`src/rtl/serial_ripple_sub.sv`:
```
// Bit-serial ripple-borrow subtractor: D = (A - B - Bin) mod 2^WIDTH, one bit per clock
// through a single full-subtractor cell, behind a start/busy/done handshake.
module serial_ripple_sub #(
  parameter int WIDTH = 4,
  parameter int CW    = 5
) (
  input  logic             clk,
  input  logic             rst,
  input  logic             start,
  input  logic [WIDTH-1:0] A,
  input  logic [WIDTH-1:0] B,
  input  logic             Bin,
  output logic             busy,
  output logic             done,
  output logic [WIDTH-1:0] D,
  output logic             Bout,
  output logic             V
);

  typedef enum logic [1:0] {IDLE, SHIFT, DONE} state_t;

  state_t           state, state_next;
  logic [WIDTH-1:0] ra, rb, rd, rd_next;
  logic [CW-1:0]    cnt;
  logic             br, am, bm;
  logic             abit, bbit, dbit, br_next, last, accept;

  // Full-subtractor cell on the current LSBs plus the registered borrow.
  always_comb begin
    abit    = ra[0];
    bbit    = rb[0];
    dbit    = abit ^ bbit ^ br;
    br_next = (~abit & bbit) | (~(abit ^ bbit) & br);
    rd_next = {dbit, rd[WIDTH-1:1]};
    last    = (cnt == CW'(WIDTH - 1));
    accept  = start && (state != SHIFT);
  end

  always_ff @(posedge clk or posedge rst) begin
    if (rst) state <= IDLE;
    else     state <= state_next;
  end

  always_comb begin
    state_next = state;
    case (state)
      IDLE:    if (accept) state_next = SHIFT;
      SHIFT:   if (last)   state_next = DONE;
      DONE:    state_next = accept ? SHIFT : IDLE;
      default: state_next = IDLE;
    endcase
  end

  assign busy = (state == SHIFT);
  assign done = (state == DONE);

  // Operand MSBs are kept separately because ra/rb are consumed by the shift.
  always_ff @(posedge clk or posedge rst) begin
    if (rst) begin
      ra   <= '0;
      rb   <= '0;
      rd   <= '0;
      br   <= 1'b0;
      am   <= 1'b0;
      bm   <= 1'b0;
      cnt  <= '0;
      D    <= '0;
      Bout <= 1'b0;
      V    <= 1'b0;
    end else if (accept) begin
      ra  <= A;
      rb  <= B;
      br  <= Bin;
      am  <= A[WIDTH-1];
      bm  <= B[WIDTH-1];
      rd  <= '0;
      cnt <= '0;
    end else if (state == SHIFT) begin
      ra  <= ra >> 1;
      rb  <= rb >> 1;
      rd  <= rd_next;
      br  <= br_next;
      cnt <= cnt + CW'(1);
      if (last) begin
        D    <= rd_next;
        Bout <= br_next;
        V    <= (am != bm) && (dbit != am);
      end
    end
  end

endmodule

```
`config.mk`:
```
export PLATFORM = sky130hd
export DESIGN_NAME = serial_ripple_sub
export DESIGN_NICKNAME = d
export VERILOG_FILES = /design/src/rtl/serial_ripple_sub.sv
export SDC_FILE = /design/constraint.sdc
export NUM_CORES = 1
export LEC_CHECK = 0
export BUFFER_PORTS_ARGS = -buffer_cell sky130_fd_sc_hd__buf_2
export CAP_MARGIN = 10
export CORE_MARGIN = 10
export CORE_UTILIZATION = 50
export CTS_CLUSTER_SIZE = 16
export DETAILED_ROUTE_END_ITERATION = 6
export PLACE_DENSITY = 0.72
export SYNTH_ARGS = -nofsm -noshare
export SYNTH_HDL_FRONTEND = slang
export SYNTH_SLANG_ARGS = --single-unit
```
`constraint.sdc`:
```
create_clock -name clk -period 3.85 [get_ports clk]
set_input_delay 0.1925 -clock clk [delete_from_list [all_inputs] [get_ports clk]]
set_output_delay 0.1925 -clock clk [all_outputs]
set_load 0.005 [all_outputs]
```
==> flow_summary_export.csv, run 1 <==
group,metric,value,unit
yosys,ys_async_sr_fraction,100,%
pwr,peakVddDrop,0.000395,V
worst_setup_path,crit_chain,"nand2b_1 -> inv_2 -> buf_2",
clocking,cts_inserted_buffers,3,
yosys,netlist.area_leader.share,54.3,%
floorplan,die_area,0.00488,sq mm
timing,grt_setup_unrepaired,"no",
worst_setup_path,timing.setup.critical_path_class,"register to primary output",
yosys,most_frequently_used_cell_type_in_the_post_synthesis_netlist,"sky130_fd_sc_hd__dfrtp_1",
outcome,run_status,"finished clean",
yosys,synth.net_count,122,
routing,dr_total_vias,808,
worst_setup_path,critPathTopFamily,"buffers and inverters",
worst_setup_path,timing.critical_path.buf_inv,2,
yosys,synth-xor-area-share,0.704,%
global_routing,grtUsageTotal,9.35,%
clocking,cts_htree_levels,1,
timing,finalSetupViolations,0,
yosys,yosys.area_share.adder,2.62,%
yosys,post-synth-top-area-cell,"sky130_fd_sc_hd__dfrtp_1",
clocking,clock_sink_count,27,
floorplan,fp.dieW,69.9,microns
place,portBuffers,19,
yosys,synth_top_cells_by_area,"sky130_fd_sc_hd__dfrtp_1 (54%), sky130_fd_sc_hd__mux2i_1 (8.0%), sky130_fd_sc_hd__mux2_4 (6.0%), sky130_fd_sc_hd__nand2_1 (5.1%), sky130_fd_sc_hd__o21ai_0 (4.8%)",
routing,number_of_iterations_in_the_first_detailed_routing_pass,4,
routing,antenna_violating_nets_post_route,0,
global_routing,via_count_of_the_first_global_routing_pass,874,
worst_setup_path,cpPeakStageDelay,0.40,ns
final_layout,share_of_layout_cells_above_drive_strength_1,26.2,%
yosys,synth_area,0.00124,sq mm
routing,remaining_drc_errors,0,
worst_setup_path,worstPathRequired,3.66,ns
floorplan,initial_core_util,51.1,%
timing,layout_worst_path_cycle_share,46.1,%
worst_setup_path,startpoint_type,"register",
yosys,yosys_warnings,0,
floorplan,chipHeight,69.9,microns
timing,fin_tns_setup,0,ns
routing,final_routed_wire_length_divided_by_cell_count,14.1,microns
flow_run,max-cap-violations,0,
routing,drt_first_iter_violations,22,
clocking,cts_max_path_buffers,2,
clocking,cts.repair.resized,0,
worst_setup_path,worstPathArrival,1.58,ns
timing,max_slew_violation_total_from_the_final_report,0,
worst_setup_path,crit_path_end_kind,"primary output",
final_layout,fillerInstances,222,
min_path,min-delay-path-class,"input pin to asynchronous set/reset pin",
global_routing,grt_start_max_net_pins,30,
pwr,power_leakage,0.716,nW
final_layout,final_net_count,141,
worst_setup_path,timing.critical_path.fanout_max,29,
clocking,ctsRootBufferMaster,"sky130_fd_sc_hd__clkbuf_4",
clocking,cts_tree,"built",
final_layout,flow.area_growth_from_synthesis,10.4,%
pwr,post-layout-total-power,1.02,mW
worst_setup_path,setup.worst_path.start,"state[1]",
place,place.gp.congestion,0.748,
yosys,most_frequent_cells_after_synthesis,"sky130_fd_sc_hd__dfrtp_1 (27), sky130_fd_sc_hd__nand2_1 (17), sky130_fd_sc_hd__o21ai_0 (12)",
global_routing,grt_antenna_before_repair,0,
clocking,hold_buffers,0,
global_routing,global_route_wire_length_before_repair,3.87,mm
routing,wirelength,2.20,mm
floorplan,num_rows,18,
pwr,powerDensity,740,mW/mm^2
timing,worst_slew_margin_rel,34.3,%
final_layout,diodes,0,
final_layout,area.sequential,676,sq um
clocking,clk_transition_reported_paths,0.14,ns
yosys,post_synth_and_or_nand_nor_area_fraction,13.1,%
routing,vias_per_cell,5.18,
floorplan,num_io_pins,20,
yosys,largest_family_of_logic_cells_by_synthesized_area,"multiplexers",
yosys,synth-compound-area-share,7.95,%
yosys,avgSynthCellArea,11.5,sq um
yosys,muxShareOfSynthArea,16.8,%
worst_setup_path,r2r_start,"state[1]",
clocking,cts_setup_buffers,0,
yosys,synth_enable_flop_cells,0,
yosys,number_of_distinct_library_cells_after_synthesis,27,
yosys,ys_dominant_reg_cell,"sky130_fd_sc_hd__dfrtp_1",
timing,finClkSkew,0.00142,ns
floorplan,design.core.area,0.00243,sq mm
yosys,fraction_of_the_yosys_area_taken_by_sequential_cells,54.3,%
yosys,ys_seq_elements,27,
timing,fmaxAchievable,564,MHz
timing,tightestPinTransition,0.985,ns
timing,finalHoldViolCount,0,
timing,timing.final.crit_period,1.77,ns
final_layout,multi_input_area,512,sq um
place,place.detailed.hpwl,1.71,mm
yosys,post_synth_inst_count,108,
worst_setup_path,critPathSlowestCell,"sky130_fd_sc_hd__dfrtp_1",
global_routing,total_congestion_overflow,0,
clocking,clk-insertion-delay-late,0.32,ns
placed cells by master (no fill, tap or decap), drive strengths merged:
cell type | netlist | routed
ha | 1 | 1
o22ai | 1 | 1
xnor2 | 1 | 1
nor2 | 3 | 3
a22o | 1 | 1
o21ai | 12 | 12
inv | 7 | 7
dfrtp | 27 | 27
nand2 | 18 | 18
clkbuf | 0 | 4
nor3 | 1 | 1
fa | 1 | 1
buf | 5 | 19
mux2i | 10 | 10
a21oi | 1 | 1
and3 | 1 | 1
a211o | 1 | 1
nor4b | 1 | 1
nand3b | 1 | 1
nand3 | 3 | 3
mux2 | 8 | 8
o211a | 1 | 1
nor2b | 1 | 1
nand2b | 2 | 2
metrics by stage:
stage	setup slack (ns)	util [%]	std cells	area, sq um	hold slack [ns]
2_1_floorplan	2.36	-	108	1240	0.245
3_5_place_dp	2.21	55.3	152	1350	0.451
6_report	2.08	56.4	156	1370	0.0749
4_1_cts	2.07	56.4	156	1370	0.0996
3_3_place_gp	2.28	55.3	152	1350	0.448
5_1_grt	1.95	56.4	156	1370	0.101
report_power, final:
group | leakage (nW) | total [mW] | internal [mW] | switching, mW
logic | 0.363 | 0.407 | 0.200 | 0.206
registers | 0.338 | 0.488 | 0.407 | 0.0811
clock network | 0.0150 | 0.121 | 0.0406 | 0.0800
total | 0.716 | 1.02 | 0.648 | 0.367
registers in the layout, indices dropped and copies added (netlist names):
register  count
D             4
bm            1
cnt           5
br            1
rb            4
Bout          1
ra            4
state         2
rd            3
am            1
V             1
worst reg2reg max path, delay by kind of cell, from the launching register on:
kind / cells / cell delay, ns
and+or+nand+nor: 2 / 0.44
DFF: 1 / 0.40
buffers and inverters: 1 / 0.39
muxes: 1 / 0.34
kinds of logic (layout without fill, tap and decap cells):
family	count (synthesis)	in the layout
AO/OA/AOI/OAI	17	17
XOR/XNOR	1	1
adder cells (fa/ha/maj)	2	2
buffers and inverters	12	30
flip-flops	27	27
multiplexers	18	18
AND/OR/NAND/NOR	31	31
cell type report:
type	instances	area share [%]
multi-input cells	69	37.3
repair buffers	19	6.93
flip-flops and latches	27	49.2
inverters	7	1.91
clock buffers	4	1.91
well taps	30	2.73
worst paths after layout:
kind / to / slack, ns / cells after the start
worst max-delay path: busy / 2.08 / 3
worst min-delay path: D[3] / 0.07 / 2
worst max register to register: V / 2.19 / 4
worst min register to register: rb[0] / 0.50 / 2
max in group asynchronous: ra[3] / 3.18 / 2
min in group clk: bm / 0.11 / 2
routing by layer:
layer | track usage (%) | vias up | wire, microns
met5 | 0 | - | 0
met4 | 3.95 | 0 | 23
met3 | 3.25 | 4 | 135
met2 | 15.1 | 15 | 1090
met1 | 11.0 | 392 | 955
li1 | - | 397 | -
Power figures use the tool's default switching activity.
==> inputs of run 2 (changes only) <==
CORE_UTILIZATION = 49   (was 50)
PLACE_DENSITY = 0.73   (was 0.72)
clock period = 1.59 ns   (was 3.85 ns; I/O delays follow)
==> run 2 against run 1 <==
Compared with the run above:
- worst hold slack lost 0.037 ns
- register-to-register slack lost 2.2 ns
- the run now ends with negative setup slack left
- sequential share of layout area shrank 3.4 points
- setup slack lost 2.1 ns
- via count grew 5.9%
- power grew to 2.6 times the previous value
==> flow_summary_export.csv, run 2 (synthesis results as in run 1) <==
group,metric,value,unit
clocking,cts_max_path_buffers,2,
timing,finalHoldViolCount,0,
floorplan,design.core.area,0.00245,sq mm
worst_setup_path,critical_path.endpoint,"V",
floorplan,num_io_pins,20,
worst_setup_path,worstPathRequired,1.81,ns
clocking,cts_tree,"built",
worst_setup_path,worstPathArrival,1.82,ns
global_routing,grt_antenna_before_repair,0,
routing,antenna_violating_nets_post_route,0,
worst_setup_path,crit_chain,"inv_2 -> fa_2 -> nand2b_4 -> o21ai_2 -> mux2_4",
min_path,min-delay-path-class,"input pin to register",
timing,max_slew_violation_total_from_the_final_report,0,
timing,worst_slew_margin_rel,77.4,%
final_layout,largest_register_ff_count,5,
timing,finClkSkew,0.00523,ns
global_routing,grt_start_max_net_pins,28,
clocking,cts_inserted_buffers,3,
final_layout,layout.cells.most_common_list,"sky130_fd_sc_hd__dfrtp_1 (27), sky130_fd_sc_hd__buf_2 (19), sky130_fd_sc_hd__nand2_1 (17)",
clocking,clk-insertion-delay-late,0.32,ns
final_layout,register_with_the_most_flip_flops,"cnt",
final_layout,share_of_layout_cells_above_drive_strength_1,32.4,%
floorplan,die_area,0.00495,sq mm
floorplan,num_rows,18,
floorplan,chipHeight,70.4,microns
worst_setup_path,setup.worst_path.start,"rb[0]",
final_layout,final_net_count,151,
place,place.detailed.hpwl,1.63,mm
global_routing,total_congestion_overflow,0,
global_routing,global_route_wire_length_before_repair,4.19,mm
final_layout,finish.cell_count_without_fillers,166,
clocking,cts_htree_levels,1,
routing,remaining_drc_errors,0,
timing,finalSetupViolations,1,
place,cell_count_after_placement,155,
pwr,powerDensity,1820,mW/mm^2
global_routing,via_count_of_the_first_global_routing_pass,936,
floorplan,fp.dieW,70.4,microns
place,dp_slack,0.00512,ns
routing,wirelength,2.34,mm
global_routing,grtUsageTotal,9.98,%
worst_setup_path,critPathSlowestCell,"sky130_fd_sc_hd__fa_2",
min_path,timing.hold.worst_path_depth,3,
worst_setup_path,path_depth,5,
pwr,power_leakage,0.771,nW
clocking,clock_sink_count,27,
pwr,peakVddDrop,0.00134,V
timing,fmaxAchievable,625,MHz
worst_setup_path,crit_path_end_kind,"register",
timing,timing.final.crit_period,1.60,ns
outcome,run_status,"finished, violations left",
final_layout,flow.area_growth_from_synthesis,18.6,%
final_layout,layout_commonest_cell,"sky130_fd_sc_hd__dfrtp_1",
worst_setup_path,timing.setup.critical_path_class,"register to register",
worst_setup_path,timing.critical_path.buf_inv,1,
routing,dr_total_vias,856,
flow_run,max-cap-violations,0,
place,portBuffers,19,
outcome,failing_checks,"negative setup slack",
worst_setup_path,timing.critical_path.fanout_max,4,
worst_setup_path,startpoint_type,"register",
timing,final_setup_slack_of_the_worst_path,-0.00918,ns
timing,grt_setup_unrepaired,"yes",
clocking,clk_transition_reported_paths,0.14,ns
routing,vias_per_cell,5.16,
worst_setup_path,critPathTopFamily,"adder cells",
timing,tightestPinTransition,0.339,ns
timing,layout_worst_path_cycle_share,101,%
final_layout,diodes,0,
routing,number_of_iterations_in_the_first_detailed_routing_pass,4,
worst_setup_path,cpPeakStageDelay,0.60,ns
routing,drt_first_iter_violations,27,
worst_setup_path,worstRegToRegCells,5,
worst_setup_path,rr_endpoint,"V",
clocking,ctsRootBufferMaster,"sky130_fd_sc_hd__clkbuf_4",
floorplan,initial_core_util,50.7,%
routing,final_routed_wire_length_divided_by_cell_count,14.1,microns
worst_setup_path,r2r_start,"rb[0]",
place,place.gp.congestion,0.694,
worst_setup_path,rrSetupSlack,-0.009,ns
run 2: power breakdown:
group | switching, mW | internal (mW)
sequential | 0.212 | 0.986
combinational | 0.559 | 0.639
clock | 0.191 | 0.0981
total | 0.963 | 1.72
run 2: cell type report:
class                           instances  area (sq um)
Inverter                                7          28.8
Clock buffer                            4          26.3
Multi-Input combinational cell         69           526
Tap cell                               30          37.5
Fill cell                             217           980
Sequential cell                        27           676
Timing Repair Buffer                   29           181
run 2: through the flow:
stage | util [%] | cell area, sq um | total power, mW | hold slack, ns | TNS (ns)
2_1_floorplan | - | 1240 | 1.97 | 0.132 | 0
3_3_place_gp | 55.8 | 1370 | 2.19 | 0.148 | 0
3_5_place_dp | 55.8 | 1370 | 2.25 | 0.154 | 0
4_1_cts | 58.4 | 1430 | 2.56 | 0.0393 | 0
5_1_grt | 60.1 | 1480 | 2.95 | 0.0732 | -0.165
6_report | 60.1 | 1480 | 2.69 | 0.0379 | -0.00918
run 2: worst min-delay path by stage:
stage | startpoint | to | slack (ns)
after floorplan | rst | Bout | 0.13
after CTS | B[1] | rb[1] | 0.04
after global routing | B[1] | rb[1] | 0.07
after detailed placement | rst | D[2] | 0.15
final | B[1] | rb[1] | 0.04
after global placement | rst | D[2] | 0.15
run 2: what timing repair did:
action / 4_1_cts / 5_1_grt
gates resized for setup: 0 / 7
endpoints found under the hold margin: 29 / 0
pin swaps: 0 / 1
buffers inserted: 1 / 3
hold buffers: 3 / 0
setup endpoints to repair: 1 / 6
run 2: per-layer routing:
metal	vias to the layer above	share of wire, %	global-route usage (%)
met5	-	0	0
met4	0	1.2	1.75
met3	4	6.7	4.66
met2	20	47	16.1
met1	412	45	11.9
li1	420	-	-
run 2: tightest hold or removal path, stage by stage:
cell and delay [ns]:
sky130_fd_sc_hd__buf_2 0.07, sky130_fd_sc_hd__mux2i_1 0.05, sky130_fd_sc_hd__o21ai_0 0.13
